[src/rtl/noc_pkg.sv]
// Shared NoC definitions: flit width, injector FSM states and the 1of2 digit encoder.
package noc_pkg;

  localparam int FLIT_W = 9;

  typedef enum logic [1:0] {
    IDLE,
    DATA,
    RTZ
  } tx_state_t;

  // Returns {rail1, rail0} for one dual-rail digit; exactly one rail is high.
  function automatic logic [1:0] enc1of2(input logic b);
    return {b, ~b};
  endfunction

endpackage

[src/rtl/en_sync.sv]
// Two-flop synchronizer bringing the router's asynchronous enable into the CLK domain.
module en_sync (
  input  logic clk_i,
  input  logic reset_i,
  input  logic d_i,
  output logic q_o
);

  logic meta_q;

  // The first flop may go metastable; only the second flop's output is used downstream.
  always_ff @(posedge clk_i) begin
    if (reset_i) begin
      meta_q <= 1'b0;
      q_o    <= 1'b0;
    end else begin
      meta_q <= d_i;
      q_o    <= meta_q;
    end
  end

endmodule

[src/rtl/leaf_inject_tx.sv]
// PE-to-router injector: flit FIFO feeding a 4-phase dual-rail (1of2) transmitter.
// Optional flit counter output enabled by defining LEAF_INJECT_TX_STATS_EN.
module leaf_inject_tx
  import noc_pkg::*;
#(
  parameter int W     = FLIT_W,
  parameter int DEPTH = 4
) (
  input  logic                     CLK,
  input  logic                     RESET,
  input  logic                     in_valid,
  input  logic [W-1:0]             in_data,
  output logic                     in_ready,
  output logic [W-1:0]             out_d0,
  output logic [W-1:0]             out_d1,
  input  logic                     out_e,
  output logic [$clog2(DEPTH):0]   occupancy
`ifdef LEAF_INJECT_TX_STATS_EN
  ,
  output logic [31:0]              flit_count
`endif
);

  localparam int AW = $clog2(DEPTH);
  localparam int CW = AW + 1;

  logic          eSync;
  logic          push;
  logic          pop;
  logic [W-1:0]  headFlit;
  logic [W-1:0]  mem_q [DEPTH];
  logic [AW-1:0] wrPtr_q;
  logic [AW-1:0] rdPtr_q;
  logic [CW-1:0] count_q;
  logic [W-1:0]  rail0_q, rail0_d;
  logic [W-1:0]  rail1_q, rail1_d;
  tx_state_t     state_q, state_d;

  en_sync u_en_sync (
    .clk_i   (CLK),
    .reset_i (RESET),
    .d_i     (out_e),
    .q_o     (eSync)
  );

  assign in_ready  = ~RESET & (count_q < CW'(DEPTH));
  assign push      = in_valid & in_ready;
  assign headFlit  = mem_q[rdPtr_q];
  assign occupancy = count_q;
  assign out_d0    = rail0_q;
  assign out_d1    = rail1_q;

  // Storage has no reset; the pointers and count define which entries are live.
  always_ff @(posedge CLK) begin
    if (push) begin
      mem_q[wrPtr_q] <= in_data;
    end
  end

  // Handshake: IDLE issues a token, DATA waits for the enable to fall, RTZ waits for it to rise.
  always_comb begin
    state_d = state_q;
    rail0_d = rail0_q;
    rail1_d = rail1_q;
    pop     = 1'b0;
    unique case (state_q)
      IDLE: begin
        if ((count_q != '0) && eSync) begin
          for (int b = 0; b < W; b++) begin
            {rail1_d[b], rail0_d[b]} = enc1of2(headFlit[b]);
          end
          pop     = 1'b1;
          state_d = DATA;
        end
      end
      DATA: begin
        if (!eSync) begin
          rail0_d = '0;
          rail1_d = '0;
          state_d = RTZ;
        end
      end
      RTZ: begin
        if (eSync) begin
          state_d = IDLE;
        end
      end
      default: begin
        rail0_d = '0;
        rail1_d = '0;
        state_d = IDLE;
      end
    endcase
  end

  always_ff @(posedge CLK) begin
    if (RESET) begin
      state_q <= IDLE;
      rail0_q <= '0;
      rail1_q <= '0;
      wrPtr_q <= '0;
      rdPtr_q <= '0;
      count_q <= '0;
    end else begin
      state_q <= state_d;
      rail0_q <= rail0_d;
      rail1_q <= rail1_d;
      if (push) begin
        wrPtr_q <= wrPtr_q + AW'(1);
      end
      if (pop) begin
        rdPtr_q <= rdPtr_q + AW'(1);
      end
      unique case ({push, pop})
        2'b10:   count_q <= count_q + CW'(1);
        2'b01:   count_q <= count_q - CW'(1);
        default: count_q <= count_q;
      endcase
    end
  end

`ifdef LEAF_INJECT_TX_STATS_EN
  logic [31:0] flitCount_q;

  always_ff @(posedge CLK) begin
    if (RESET) begin
      flitCount_q <= '0;
    end else if ((state_q == IDLE) && (state_d == DATA)) begin
      flitCount_q <= flitCount_q + 32'd1;
    end
  end

  assign flit_count = flitCount_q;
`endif

endmodule

[config.mk]
export PLATFORM = sky130hd
export DESIGN_NAME = leaf_inject_tx
export DESIGN_NICKNAME = d
export VERILOG_FILES = /design/src/rtl/noc_pkg.sv /design/src/rtl/en_sync.sv /design/src/rtl/leaf_inject_tx.sv
export SDC_FILE = /design/constraint.sdc
export NUM_CORES = 1
export LEC_CHECK = 0
export ABC_AREA = 1
export BUFFER_PORTS_ARGS = -buffer_cell sky130_fd_sc_hd__buf_2
export CAP_MARGIN = 25
export CORE_AREA = 2 2 107 57
export DETAILED_ROUTE_END_ITERATION = 6
export DIE_AREA = 0 0 109 59
export PLACE_DENSITY = 0.75
export RECOVER_POWER = 25
export SYNTH_ARGS = -nofsm -noshare
export SYNTH_HDL_FRONTEND = slang
export SYNTH_SLANG_ARGS = --single-unit
[constraint.sdc]
create_clock -name CLK -period 2.72 [get_ports CLK]
set_clock_uncertainty 0.2 [all_clocks]
set_input_delay 0.544 -clock CLK [delete_from_list [all_inputs] [get_ports CLK]]
set_output_delay 0.544 -clock CLK [all_outputs]
set_load 0.05 [all_outputs]
-- After elaboration in Yosys (flattened, before gate mapping)
Memory sizes are Yosys's and may differ from the RTL's. A register that Yosys moved wholly into a read port is not among the register bits.
Index checks and enable logic that the tools add are counted.
- register bits: 29
- RAM bits: 36
- bits of input ports: 13
- logic and storage cells: 56
- memories kept: 1
- memories (memory ; depth ; width ; read ports ; clocked after Yosys merged registers in ; wr ports ; RTL line ; RTL):
    mem_q ; 4 ; 9 ; 1 ; 1 ; 1 ; leaf_inject_tx.sv:31 ; logic [W-1:0] mem_q [DEPTH];
- add/sub/neg operators: 4
- $lt $le $gt $ge: 1
- eq/ne operators: 7
- muxes and demuxes: 16
- bitwise operators: 13
- reduce and logical (&&, ||, !) cells: 6
- operator list (cell ; number):
    case mux 9 bit (3 select lines) ; 2
    2-to-1 mux 9 bit ; 3
    inverter 1 bit ; 11
    2-to-1 mux 2 bit ; 5
    case mux 2 bit (3 select lines) ; 1
    case mux 3 bit (2 select lines) ; 1
    AND reduction 3 bit ; 2
    adder 2 x 1 -> 2 bit (second input constant) ; 2
    == test 2 x 1 -> 1 bit (second input constant) ; 2
    == test 2 bit (second input constant) ; 2
    2-to-1 mux 1 bit ; 4
    inequality test 2 bit (second input constant) ; 2
    adder 3 x 1 -> 3 bit (second input constant) ; 1
    < comparator 3 bit (second input constant) ; 1
    nonzero test 3 bit ; 1
    subtractor 3 x 1 -> 3 bit (second input constant) ; 1
    bitwise AND 1 bit ; 2
    logical NOT 2 bit ; 1
    inequality test 2 x 1 -> 1 bit (second input constant) ; 1
    nonzero test 2 bit ; 1
    logical AND 1 bit ; 1

-- Depth between registers and ports, before layout
- depth after elaboration: 6
- depth in mapped cells: 14
- gate-level depth less buffers: 13

-- Modules after synthesis
Synthesis repeated with hierarchy kept, for this count alone.
- cells, all modules: 336
- area, all modules: 2960.3 um^2
- by module, submodules not included (module ; times used ; cells an instance ; area an instance (um^2) ; seq. area each (um^2)):
    leaf_inject_tx ; 1 ; 330 ; 2905.3 ; 1661.6
    en_sync ; 1 ; 6 ; 55.1 ; 40.0

-- Worst setup path after synthesis
Ideal clock, no wire load.
- path kind: flip-flop to flip-flop
- from: register count_q[2], in the netlist occupancy[2]
- to: register count_q[1], in the netlist occupancy[1]
- setup time: 0.065 ns
- arrival: 2.546 ns
- data required time: 2.455 ns
- path slack: -0.091 ns
- stages on the path, launching flop included: 9
- clock period less this slack: 2.811 ns
- cell sequence: dfxtp_1 > nor2_1 > nand2_1 > ha_1 > inv_1 > fa_1 > nor2_1 > a21oi_1 > nor2_1
- elaborated cells on any way between the ends: 11
- classes of those cells: 1 x order compare; 2 x eq/ne; 3 x mux; 2 x bitwise; 3 x reduce/logical
- RTL lines (what ; RTL line ; RTL):
    start, declared ; leaf_inject_tx.sv:34 ; logic [CW-1:0] count_q;
    start signal, assigned ; leaf_inject_tx.sv:115 ; 2'b10: count_q <= count_q + CW'(1);
    start signal, assigned ; leaf_inject_tx.sv:116 ; 2'b01: count_q <= count_q - CW'(1);
    start signal, assigned ; leaf_inject_tx.sv:117 ; default: count_q <= count_q;
    < comparator 3 bit * ; leaf_inject_tx.sv:46 ; assign in_ready = ~RESET & (count_q < CW'(DEPTH));
    bitwise AND 1 bit * ; leaf_inject_tx.sv:46 ;
    net in_ready ; leaf_inject_tx.sv:13 ; output logic in_ready,
    bitwise AND 1 bit * ; leaf_inject_tx.sv:47 ; assign push = in_valid & in_ready;
    == test 2 x 1 -> 1 bit or == test 2 bit (tied branches) ; leaf_inject_tx.sv:114 ; unique case ({push, pop})
    case mux 3 bit (2 select lines) or nonzero test 2 bit (tied branches) ; -- ;
Mark *: on every way through the listed nets, which the timed path passes. The rest lies on a longest branch.
A chain may end at the register's enable or synchronous reset.

-- Final worst setup path
- from: register state_q[0]
- to: register count_q[2], in the netlist occupancy[2]
- cells in the longest elaborated chain, start to end: 4
- elaborated cells on any way between the ends: 6
- classes of those cells: 2 x eq/ne; 2 x mux; 2 x reduce/logical
- ends and longest elaborated chain (what ; RTL line ; RTL):
    start, declared ; leaf_inject_tx.sv:37 ; tx_state_t state_q, state_d;
    start signal, assigned ; leaf_inject_tx.sv:105 ; state_q <= state_d;
    logical NOT 2 bit * ; leaf_inject_tx.sv:66 ; unique case (state_q)
    2-to-1 mux 1 bit * ; leaf_inject_tx.sv:66 ;
    net pop ; leaf_inject_tx.sv:29 ; logic pop;
    == test 2 x 1 -> 1 bit or == test 2 bit (tied branches) ; leaf_inject_tx.sv:114 ;
    case mux 3 bit (2 select lines) or nonzero test 2 bit (tied branches) ; -- ;
Marks and branches as above.

==> reports/results.txt <==
min setup slack post-route - 0.415 ns
IO buf count - 34
Reg2Reg Depth - 13
critical path class - flop to flop
Overflow after GRT - 0
synthesized cell area - 2950 sq um
Worst R2R Start - state_q[0]
Post-CTS Setup Inserts - 0
cell taking the most area after synthesis - edfxtp_1
per-cell routed wire length - 13.1 um
Global Route Usage Sum - 0.204
CP Launch Type - flop
top cell type's share of synthesized area - 0.367
adder-cell share of the synthesized area - 0.0280
die height - 59 um
run status - completed
Area growth, synth to finish - 13.0%
Avg Vias per Cell - 4.82
portion of netlist area occupied by mux cells - 0
Setup TNS - 0 ns
fin crit share - 0.847
Ports - 35
CP Launch Point - state_q[0]
via count of the first global-routing pass - 2,040
dpl hpwl - 4070 um
Hold Vio Cnt, Final - 0
CP Data Arrival Time - 2.38 ns
Reg-to-Reg End - occupancy[2]
Slew HR - 0.550
Placed Instance Area - 3170 sq um
overall power - 2.09 mW
top post-synthesis cells by area - edfxtp_1, dfxtp_1, nand2_1, nand3_1, inv_1
post-CTS sizing - 0
Cells after Synth - 336
Net Count, Synth - 355
post-synthesis compound-gate area fraction - 0.0259
die area - 6430 sq um
final setup vio count - 0
final core area utilization - 0.617
router iterations before antenna repair - 4
Post-Synth XOR/XNOR Area - 0.00297
Hold Crit Class - primary input to flop
Setup crit end kind - flop
Non-Filler Instances - 452
Hold Path Stages - 3
via count - 2,180
DP Cell Count - 437
main combinational cell family by area after synthesis - simple AND/OR/NAND/NOR gates
CP max FO - 21
RSZ-0062 raised after global routing - false
Hold EP - u_en_sync.meta_q
root buffer cell - clkbuf_8
WL final - 5930 um
CTS H-tree depth - 3
Chip Width - 109 um
Syn Area/Cell - 8.77 sq um
Synth warnings - 0
Max Clock Freq - 434 MHz
CTS max path bufs - 2
Iteration-0 DRC Markers - 170
Clk Latency, worst-skew pair - 0.33 ns
Max Cap Viol - 0
DRC Markers - 0
initial core utilization - 0.546
first-pass GRT wire length - 9670 um
num rows - 19
total CTS buffers - 9
initial antenna violation count - 0
Placer Congestion - 0.790
#FFs+latches synth - 67
R2R setup slack - 0.42 ns
maximum VDD drop - 0.303 mV
distinct cell type count after synthesis - 22
hold_sp - out_e
clock sink count - 67
post-route cell area - 3330 sq um
sequential area share after synthesis - 0.577
crit path time final - 2.30 ns
layout cells sized above 1 - 0.161
Simple-Gate Fraction of Synth Area - 0.266
n_diodes - 0
core area - 5400 sq um
Final ANT Viol Nets - 0
power per cell area - 627 nW/um^2
Final Net Count - 394
Worst-path clk slew - 0.07 ns
CTS tree - done
Crit path required time - 2.79 ns
Max Slew Vio Count - 0
final hold slack - 0.218 ns
cts hold-fix bufs - 0
largest net degree at the start of global routing - 25
setup slack at placement - 0.353 ns
LEAKAGE - 1.62 nW
Slew @ Worst Pin - 0.674 ns
-- registers in the layout, summed over array words and instances, names as in the netlist, named ones only --
name / cells
out_d0: 9
u_en_sync.q_o: 1
wrPtr_q: 2
mem_q: 36
rdPtr_q: 2
out_d1: 9
state_q: 2
u_en_sync.meta_q: 1
occupancy: 3
-- routing by layer --
metal,global-route usage,wire [um]
met2,0.319,2650
met1,0.265,2800
met5,0,0
met4,0.0696,47
met3,0.0791,426
-- worst max-delay path, stage by stage, from the launching register on --
cell and delay (ns):
dfxtp_1 0.37, inv_2 0.07, nand2_2 0.08, nor2_2 0.13, nand2_4 0.18, inv_2 0.12, ha_1 0.14, inv_1 0.06
fa_1 0.38, a21oi_1 0.16, o21ai_0 0.13, nand2_1 0.08, nand2_1 0.04, nor2_1 0.10
-- logic make-up (layout without fill, tap and decap cells) --
kind of cell | Yosys count | after routing
compound gates | 13 | 13
flops | 67 | 67
xor+xnor | 1 | 1
fa+ha+maj | 6 | 6
simple gates | 181 | 181
buf+inv | 68 | 111
-- worst max-delay path by stage --
stage | endpoint | depth (start not counted)
2_1_floorplan | occupancy[1] | 8
4_1_cts | occupancy[2] | 13
3_5_place_dp | occupancy[2] | 11
5_1_grt | occupancy[2] | 13
6_report | occupancy[2] | 13
3_3_place_gp | occupancy[2] | 11
-- final cells by class --
type	count	area (sq um)
flip-flops and latches	67	1700
inverters	57	214
multi-input cells	201	955
repair buffers	39	195
fillers	449	2070
well taps	73	91.3
clock buffers	11	131
clock inverters	4	42.5
-- report_power, final --
group	total, mW	leakage (nW)	switching, mW	internal, mW
clock	0.745	0.0882	0.334	0.411
sequential	1.11	0.579	0.0148	1.10
combinational	0.227	0.952	0.165	0.0619
total	2.09	1.62	0.514	1.57
-- Yosys cell counts --
master / count
nor2_2: 11
nand2_4: 2
edfxtp_1: 36
clkbuf_1: 1
dfxtp_1: 31
xor2_1: 1
nor2_1: 22
buf_2: 4
a21oi_1: 7
o21ai_0: 5
ha_1: 5
nand3_1: 47
inv_1: 51
fa_1: 1
o21ai_4: 1
inv_2: 5
buf_6: 3
nand2_2: 1
buf_4: 3
nand2_1: 97
clkinv_1: 1
nor3_1: 1
-- cell usage in the layout (no fill, tap or decap) --
cell type,count
nand2_1,97
inv_1,51
nand3_1,47
edfxtp_1,36
dfxtp_1,31
buf_2,24
nor2_1,21
nor2_2,12
clkbuf_1,12
clkbuf_8,9
a21oi_1,7
inv_2,5
o21ai_0,5
ha_1,5
buf_4,5
clkinv_1,3
nand2_4,2
nand2_2,1
o21ai_4,1
xor2_1,1
nor3_1,1
fa_1,1
bufinv_16,1
clkinv_2,1
(Power assumes the default switching activity.)
